==> src/rtl/aerout_axis_tx.sv <==
// AEROUT 4-phase slave feeding a FIFO, drained as 2-byte AXI-Stream frames
// ({0x3, 00, addr[9:8]} then addr[7:0] with tlast) toward the host link.
module aerout_axis_tx #(
    parameter int AER_W = 8,
    parameter int DEPTH = 16
) (
    input  logic                     clk,
    input  logic                     rst,
    input  logic [AER_W-1:0]         AEROUT_ADDR,
    input  logic                     AEROUT_REQ,
    output logic                     AEROUT_ACK,
    output logic [7:0]               m_axis_tdata,
    output logic                     m_axis_tvalid,
    input  logic                     m_axis_tready,
    output logic                     m_axis_tlast,
    output logic [$clog2(DEPTH):0]   FIFO_LEVEL,
    output logic [15:0]              EVT_CNT
);

    localparam int PTR_W = $clog2(DEPTH);
    localparam int LVL_W = PTR_W + 1;

    typedef enum logic [1:0] {
        IDLE = 2'd0,
        HDR  = 2'd1,
        ADDR = 2'd2
    } tx_state_e;

    // Valid/ready: a byte transfers on any rising edge where m_axis_tvalid and
    // m_axis_tready are both high; once tvalid is raised, tdata/tlast/tvalid
    // stay unchanged until that transfer happens.

    tx_state_e          state_q, state_d;
    logic               ack_q, ack_d;
    logic [PTR_W-1:0]   wr_ptr_q, wr_ptr_d;
    logic [PTR_W-1:0]   rd_ptr_q, rd_ptr_d;
    logic [LVL_W-1:0]   level_q, level_d;
    logic [7:0]         tdata_q, tdata_d;
    logic               tvalid_q, tvalid_d;
    logic               tlast_q, tlast_d;
    logic [9:0]         cur_addr_q, cur_addr_d;
    logic [15:0]        evt_cnt_q, evt_cnt_d;
    logic [AER_W-1:0]   mem_q [DEPTH];

    logic               fifo_full;
    logic               fifo_empty;
    logic               push;
    logic               pop;
    logic [9:0]         head_addr;

    function automatic logic [9:0] ext10(input logic [AER_W-1:0] a);
        logic [9:0] r;
        r = '0;
        r[AER_W-1:0] = a;
        return r;
    endfunction

    // Full/empty come from the registered level only, so a pop this cycle
    // cannot open a slot for a push in the same cycle.
    assign fifo_full  = (level_q == LVL_W'(DEPTH));
    assign fifo_empty = (level_q == '0);
    assign push       = AEROUT_REQ && !ack_q && !fifo_full;
    assign head_addr  = ext10(mem_q[rd_ptr_q]);

    always_comb begin
        ack_d = ack_q;
        if (push) begin
            ack_d = 1'b1;
        end else if (!AEROUT_REQ && ack_q) begin
            ack_d = 1'b0;
        end
    end

    always_comb begin
        wr_ptr_d = wr_ptr_q;
        rd_ptr_d = rd_ptr_q;
        level_d  = level_q;
        if (push) begin
            wr_ptr_d = wr_ptr_q + PTR_W'(1);
        end
        if (pop) begin
            rd_ptr_d = rd_ptr_q + PTR_W'(1);
        end
        if (push && !pop) begin
            level_d = level_q + LVL_W'(1);
        end else if (!push && pop) begin
            level_d = level_q - LVL_W'(1);
        end
    end

    always_comb begin
        state_d    = state_q;
        tdata_d    = tdata_q;
        tvalid_d   = tvalid_q;
        tlast_d    = tlast_q;
        cur_addr_d = cur_addr_q;
        evt_cnt_d  = evt_cnt_q;
        pop        = 1'b0;
        case (state_q)
            IDLE: begin
                if (!fifo_empty) begin
                    pop        = 1'b1;
                    cur_addr_d = head_addr;
                    tdata_d    = {4'b0011, 2'b00, head_addr[9:8]};
                    tvalid_d   = 1'b1;
                    tlast_d    = 1'b0;
                    state_d    = HDR;
                end
            end
            HDR: begin
                if (m_axis_tready) begin
                    tdata_d = cur_addr_q[7:0];
                    tlast_d = 1'b1;
                    state_d = ADDR;
                end
            end
            ADDR: begin
                if (m_axis_tready) begin
                    evt_cnt_d = evt_cnt_q + 16'd1;
                    // Chain straight into the next header so the stream has no bubble.
                    if (!fifo_empty) begin
                        pop        = 1'b1;
                        cur_addr_d = head_addr;
                        tdata_d    = {4'b0011, 2'b00, head_addr[9:8]};
                        tlast_d    = 1'b0;
                        state_d    = HDR;
                    end else begin
                        tvalid_d = 1'b0;
                        tlast_d  = 1'b0;
                        state_d  = IDLE;
                    end
                end
            end
            default: begin
                state_d = IDLE;
            end
        endcase
    end

    always_ff @(posedge clk) begin
        if (rst) begin
            state_q    <= IDLE;
            ack_q      <= 1'b0;
            wr_ptr_q   <= '0;
            rd_ptr_q   <= '0;
            level_q    <= '0;
            tdata_q    <= 8'h00;
            tvalid_q   <= 1'b0;
            tlast_q    <= 1'b0;
            cur_addr_q <= '0;
            evt_cnt_q  <= 16'h0000;
        end else begin
            state_q    <= state_d;
            ack_q      <= ack_d;
            wr_ptr_q   <= wr_ptr_d;
            rd_ptr_q   <= rd_ptr_d;
            level_q    <= level_d;
            tdata_q    <= tdata_d;
            tvalid_q   <= tvalid_d;
            tlast_q    <= tlast_d;
            cur_addr_q <= cur_addr_d;
            evt_cnt_q  <= evt_cnt_d;
        end
    end

    always_ff @(posedge clk) begin
        if (push) begin
            mem_q[wr_ptr_q] <= AEROUT_ADDR;
        end
    end

    assign AEROUT_ACK    = ack_q;
    assign m_axis_tdata  = tdata_q;
    assign m_axis_tvalid = tvalid_q;
    assign m_axis_tlast  = tlast_q;
    assign FIFO_LEVEL    = level_q;
    assign EVT_CNT       = evt_cnt_q;

endmodule

==> config.mk <==
export PLATFORM = sky130hd
export DESIGN_NAME = aerout_axis_tx
export DESIGN_NICKNAME = d
export VERILOG_FILES = /design/src/rtl/aerout_axis_tx.sv
export SDC_FILE = /design/constraint.sdc
export NUM_CORES = 1
export LEC_CHECK = 0
export CORE_ASPECT_RATIO = 0.7
export CORE_MARGIN = 4
export CORE_UTILIZATION = 53
export CTS_CLUSTER_SIZE = 20
export DETAILED_ROUTE_END_ITERATION = 10
export PLACE_DENSITY = 0.8
export SLEW_MARGIN = 20
export SYNTH_ARGS = -nofsm -noshare
export SYNTH_HDL_FRONTEND = slang
export SYNTH_SLANG_ARGS = --single-unit
==> constraint.sdc <==
create_clock -name clk -period 2.7 [get_ports clk]
set_clock_uncertainty 0.05 [all_clocks]
set_input_delay 0.54 -clock clk [delete_from_list [all_inputs] [get_ports clk]]
set_output_delay 0.54 -clock clk [all_outputs]
set_load 0.01 [all_outputs]
# Word-level counts from Yosys, hierarchy flattened
# Memory sizes are Yosys's and may differ from the RTL's. A register that Yosys moved wholly into a read port is not among the register bits.
# Index checks and enable logic that the tools add are counted.
# totals
reg_bits,52
latch_bits,0
mem_bits_rw,128
mem_bits_ro,0
out_inout_bits,32
wordCells,76
mem_count,1
# op_classes
n_addsub,5
multipliers,0
div_mod_pow,0
magnitude_cmp,0
eq_ne,7
shifts,0
muxes,31
bitwise_logic,0
reduce_logical,22
# mem_list
name,words,width,rd,rd_clocked_by_memory_dff,write_ports,line_no,rtl
mem_q,16,8,1,1,1,43,logic [AER_W-1:0] mem_q [DEPTH];
# op_table
operator,n
two-way mux 8 bit,3
case mux 8 bit (3 select lines),1
two-way mux 10 bit,2
case mux 10 bit (2 select lines),1
adder 16 x 1 -> 16 bit (second input constant),1
two-way mux 1 bit,13
two-way mux 5 bit,2
adder 4 x 1 -> 4 bit (second input constant),2
two-way mux 4 bit,2
inequality test 2 bit (second input constant),4
AND reduction 4 bit,2
two-way mux 2 bit,3
case mux 2 bit (3 select lines),1
AND reduction 3 bit,2
nonzero test 2 bit,3
adder 5 x 1 -> 5 bit (second input constant),1
equality test 5 bit (second input constant),1
logical AND 1 bit,5
logical NOT 1 bit,5
logical NOT 5 bit,1
subtractor 5 x 1 -> 5 bit (second input constant),1
case mux 1 bit (2 select lines),2
AND reduction 2 bit,2
case mux 1 bit (3 select lines),1
4 further kinds,4

# Logic depth before layout (Yosys ltp)
# Gate-level depths: netlist of the first run.
# depth
ltp_word,7
depth_mapped,12
ltp_nobuf,10

# Worst setup path before layout of the first run
# Ideal clock, no wire load.
# synth_path
kind,register to register
from,register level_q[0] (netlist: FIFO_LEVEL[0])
to,register level_q[4] (netlist: FIFO_LEVEL[4])
setup_ps,121
arrival_ps,2770
t_required_ps,2529
path_slack_ps,-240
stages_incl_launch_ff,12
path_buffers,1
period_less_slack_ps,2940
path_cell_list,dfxtp_1 > nor4_4 > a211oi_4 > inv_2 > buf_2 > ha_1 > inv_1 > fa_1 > a21o_1 > a21oi_1 > mux2i_1 > mux2_2
# synth_via
elab_chain_cells,7
elab_cells_between_ends,16
cone_classes,add/sub: 2; eq/ne: 1; mux: 5; reduce/logical: 8
# synth_lines
item,line_no,rtl
"start, declared",37,"logic [LVL_W-1:0] level_q, level_d;"
"start signal, assigned",157,level_q <= level_d;
logical NOT 5 bit,61,assign fifo_empty = (level_q == '0);
two-way mux 1 bit,"101, 121",
two-way mux 1 bit,118,if (m_axis_tready) begin
case mux 1 bit (2 select lines),99,case (state_q)
logical NOT 1 bit,84,if (push && !pop) begin
logical AND 1 bit,84,
two-way mux 5 bit / nonzero test 2 bit (equally long branches),n/a,
# Parallel ways exist; a longest one is shown, timed or not. The select of a mux whose other input is x is not followed.
# A chain may end at the register's enable or synchronous reset.

# Worst setup path in the final report of the first run
# layout_path
from,input AEROUT_REQ
to,register level_q[4] (netlist: FIFO_LEVEL[4])
# layout_via
elab_chain_cells,5
elab_cells_between_ends,7
cone_classes,mux: 1; reduce/logical: 6
# layout_lines
item,line_no,rtl
"start, declared",10,"input logic AEROUT_REQ,"
logical AND 1 bit (*) (2 in series),62,assign push = AEROUT_REQ && !ack_q && !fifo_full;
logical NOT 1 bit,86,end else if (!push && pop) begin
logical AND 1 bit,86,
nonzero test 2 bit (no source line),n/a,
# Every way passes the cells marked *; elsewhere a longest branch is shown, timed or not.

==> out/metrics.csv, run 1 <==
metric;value;unit
clock transition at the register clock pins on the worst setup and hold paths after CTS;0.07;ns
layer with the highest usage;met2;
unrepaired setup endpoints after global routing;no;
Max clock buf depth;2;
switching power of the nets;2.01;mW
switching share of total power;27.9;%
Post-Place Setup Slack;-0.360;ns
summed area of non-filler cells in the final layout;8720;um2
final worst path period need;2.57;ns
crit path cell chain;clkdlybuf4s50_1 -> nand2b_1 -> a21oi_2 -> ha_4 -> inv_2 -> fa_2 -> a21o_1 -> a21oi_2 -> mux2i_1 -> mux2_2;
worst hold path cell count;2;
WL final;15.3;mm
TritonCTS clock tree;yes;
Routability Congestion;0.779;
Power Internal;5.18;mW
Max-Slew Margin vs Limit;62.0;%
global-route wire length before repair;24.3;mm
area of the mapped netlist;7240;um2
routed via count;4275;
top cells by area, synth;sky130_fd_sc_hd__edfxtp_1, sky130_fd_sc_hd__dfxtp_1, sky130_fd_sc_hd__mux4_2;
area growth from synthesis to layout;20.4;%
buffers inserted by post-CTS timing repair;0;
power density relative to cell area;824;nW/um2
critical path's largest stage delay;0.49;ns
number of buffers created by CTS;17;
top cell type's share of synthesized area;53.1;%
Antenna Cells;0;
count of warnings emitted by yosys;0;
relative contribution of the clock network to total power;33.4;%
worst-path fanout max;4;
final net count;569;
drc violations;0;
area of the placeable core;13300;um2
Final Hold Viols;0;
count of TritonRoute iterations in the first routing pass;5;
global route overflow;0;
CTS H-tree lvls;4;
met1 GRT Util;29.4;%
fraction of final layout cells with drive strength greater than 1;21.6;%
Flop pwr share;46.3;%
maximum number of pins on one net before global-route repair;36;
Routed wire per std cell;20.5;um
type of origin of the critical path;input port;
synthesized instance count;467;
leakage power total;2.90;nW
ratio of final minimum period to clock period;95.2;%
die extent in y;106;um
drt via density;5.75;
overall die area;15600;um2
Post-Synthesis Net Count;490;
f_max;0.389;GHz
antenna violations before repair;0;
cell at the root of the clock tree;sky130_fd_sc_hd__clkbuf_16;
Final Worst Setup Slack;0.130;ns
number of global-route vias before repair;4288;
HP Class;reg2reg;
transition time at the pin with the least slew margin;0.568;ns
Horiz. Die Dim;148;um
max-slew violations;0;
HPWL reported at the end of detailed placement;10.1;mm
worst-case reg-to-reg path depth;10;
sequential share of the synthesized area;68.0;%
number of nets with antenna violations after detailed routing;0;
fill cell total of the finished layout;898;
CP max-delay cell;sky130_fd_sc_hd__clkdlybuf4s50_1;
clock latency of the later-clocked register in the worst-skew pair;0.43;ns
logic gate share of total power;20.3;%
Post-DP Area;8140;um2
global routing met2 resource utilization;32.2;%
std cell rows;35;
Initial Utilization;54.6;%
crit path capture type;flip-flop;
Mean Syn Cell Area;15.5;um2
most area-hungry cell type in the Yosys netlist;sky130_fd_sc_hd__edfxtp_1;
sink count of the clock tree;182;
worst hold-check slack;0.415;ns
count of input and output buffers;43;
number of endpoints failing setup at the final stage;0;
number of I/O pins;44;
global-route total usage across every layer;20.9;%
Most Frequent Cell on Critical Path;sky130_fd_sc_hd__a21oi_2;
post-CTS sizing;0;
worst vdd ir;0.000636;V
DRC marker count from the first detailed-route iteration;334;
critical path required time;2.97;ns
unique cell type count in the Yosys netlist;45;
CTS Hold Buffers Added;0;
max-capacitance violation count;0;
status;completed;
routing usage on met3;5.37;%
Crit Path Category;in2reg;
arrival time worst endpoint;2.84;ns
total of flip-flops plus latches after synthesis;182;
-- kinds of logic after synthesis --
family	Yosys count	synth area share (%)
flip-flops	182	68.0
AND/OR/NAND/NOR	118	8.10
multiplexers	56	13.3
AO/OA/AOI/OAI	50	4.53
buffers and inverters	32	1.83
XOR/XNOR	17	2.06
adder cells (fa/ha/maj)	12	2.14
-- path summary, 6_finish.rpt --
| kind | from | endpoint | slack [ns] |
|---|---|---|---|
| max reg2reg | FIFO_LEVEL[3] | FIFO_LEVEL[4] | 0.14 |
| min | cur_addr_q[0] | m_axis_tdata[0] | 0.41 |
| max | AEROUT_REQ | FIFO_LEVEL[4] | 0.13 |
| min reg2reg | cur_addr_q[0] | m_axis_tdata[0] | 0.41 |
-- critical path: cells and delay by family --
family                     cells  cell delay, ns
buffers and inverters          2            0.54
adders and majority gates      2            0.52
and+or+nand+nor                1            0.10
AOI/OAI and AO/OA              3            0.56
muxes                          2            0.55
-- registers in the layout, indices dropped and copies added, names as in the netlist, named ones only --
signal / count
m_axis_tdata: 8
rd_ptr_q: 4
FIFO_LEVEL: 5
m_axis_tvalid: 1
EVT_CNT: 16
cur_addr_q: 8
state_q: 2
m_axis_tlast: 1
AEROUT_ACK: 1
wr_ptr_q: 4
mem_q: 128
-- power by group through the flow --
| stage | logic, mW | registers, mW | clock network, mW |
|---|---|---|---|
| 6_report | 1.46 | 3.32 | 2.40 |
| 2_1_floorplan | 0.903 | 3.38 | 0 |
| 4_1_cts | 1.47 | 3.32 | 2.44 |
| 3_3_place_gp | 1.38 | 3.37 | 0 |
| 3_5_place_dp | 1.45 | 3.37 | 0 |
| 5_1_grt | 1.60 | 3.34 | 2.58 |
-- cell usage in the layout, fill, tap and decap left out, types with 2 or more instances in the layout --
cell,netlist,final
sky130_fd_sc_hd__nand2b_1,3,3
sky130_fd_sc_hd__nor3_1,8,8
sky130_fd_sc_hd__clkinv_4,0,3
sky130_fd_sc_hd__o21ai_0,12,12
sky130_fd_sc_hd__clkbuf_16,0,17
sky130_fd_sc_hd__mux2i_1,21,21
sky130_fd_sc_hd__xnor2_1,8,8
sky130_fd_sc_hd__inv_2,1,2
sky130_fd_sc_hd__nand2_1,16,16
sky130_fd_sc_hd__or3_1,6,6
sky130_fd_sc_hd__mux4_2,32,32
sky130_fd_sc_hd__nand4_1,4,4
sky130_fd_sc_hd__xor2_1,9,9
sky130_fd_sc_hd__ha_1,10,9
sky130_fd_sc_hd__a21o_1,3,3
sky130_fd_sc_hd__nor2_1,47,47
sky130_fd_sc_hd__a21oi_2,0,2
sky130_fd_sc_hd__nand3_1,19,19
sky130_fd_sc_hd__and3_1,3,3
sky130_fd_sc_hd__a211oi_1,2,2
sky130_fd_sc_hd__edfxtp_1,128,128
sky130_fd_sc_hd__nor2b_1,3,2
sky130_fd_sc_hd__inv_1,8,7
sky130_fd_sc_hd__o21a_1,2,2
sky130_fd_sc_hd__clkdlybuf4s50_1,0,43
sky130_fd_sc_hd__dfxtp_2,0,4
sky130_fd_sc_hd__mux2_2,3,3
sky130_fd_sc_hd__inv_6,0,4
sky130_fd_sc_hd__o221ai_1,8,8
sky130_fd_sc_hd__buf_4,0,39
sky130_fd_sc_hd__clkinvlp_4,0,4
sky130_fd_sc_hd__dfxtp_1,54,50
sky130_fd_sc_hd__inv_8,0,2
sky130_fd_sc_hd__a21oi_1,18,16
-- cells in the mapped netlist, drive strengths merged --
library cell and n:
and4b 1, o21ai 12, fa 1, a21o 3, or3 6, a211o 1
o21a 2, o41ai 1, maj3 1, nor4b 1, nand4b 1, and4 1
o311a 1, o221ai 8, nand2b 3, nor4 2, and3 3, buf 10
dfxtp 54, nor2b 3, mux2i 21, a211oi 3, nor2 47, nor3 9
nand4 4, xor2 9, ha 10, xnor2 8, mux4 32, edfxtp 128
clkbuf 13, o31ai 1, a21oi 18, inv 9, nand3 19, nand2 16
mux2 3, and3b 1, or4 1
-- layer usage --
layer,vias up,wire length [um]
li1,1947,-
met1,2163,6780
met2,147,7180
met3,18,1080
met4,0,209
met5,-,0
-- metrics by stage --
step | instances | setup TNS, ns | power [mW] | utilization [%]
2_1_floorplan | 467 | 0 | 4.28 | -
3_3_place_gp | 712 | -0.314 | 4.75 | 61.4
3_5_place_dp | 712 | -0.472 | 4.83 | 61.4
4_1_cts | 744 | 0 | 7.22 | 65.7
5_1_grt | 744 | 0 | 7.52 | 65.7
6_report | 744 | 0 | 7.19 | 65.7
-- final cells by class --
| type | count | area (um2) | area share [%] |
|---|---|---|---|
| clock inverter | 14 | 144 | 1.65 |
| clock buffer | 18 | 429 | 4.92 |
| sequential | 182 | 4930 | 56.5 |
| inverter | 9 | 33.8 | 0.387 |
| tap | 185 | 231 | 2.65 |
| multi-input combinational | 253 | 2210 | 25.3 |
| timing repair buffer | 83 | 743 | 8.52 |
(Power assumes the default switching activity.)
==> inputs of run 2 (changes only) <==
TNS_END_PERCENT = 100   (was not set)
==> results of run 2 <==
The final DEF is identical to that of run 1; final timing and power are the same.
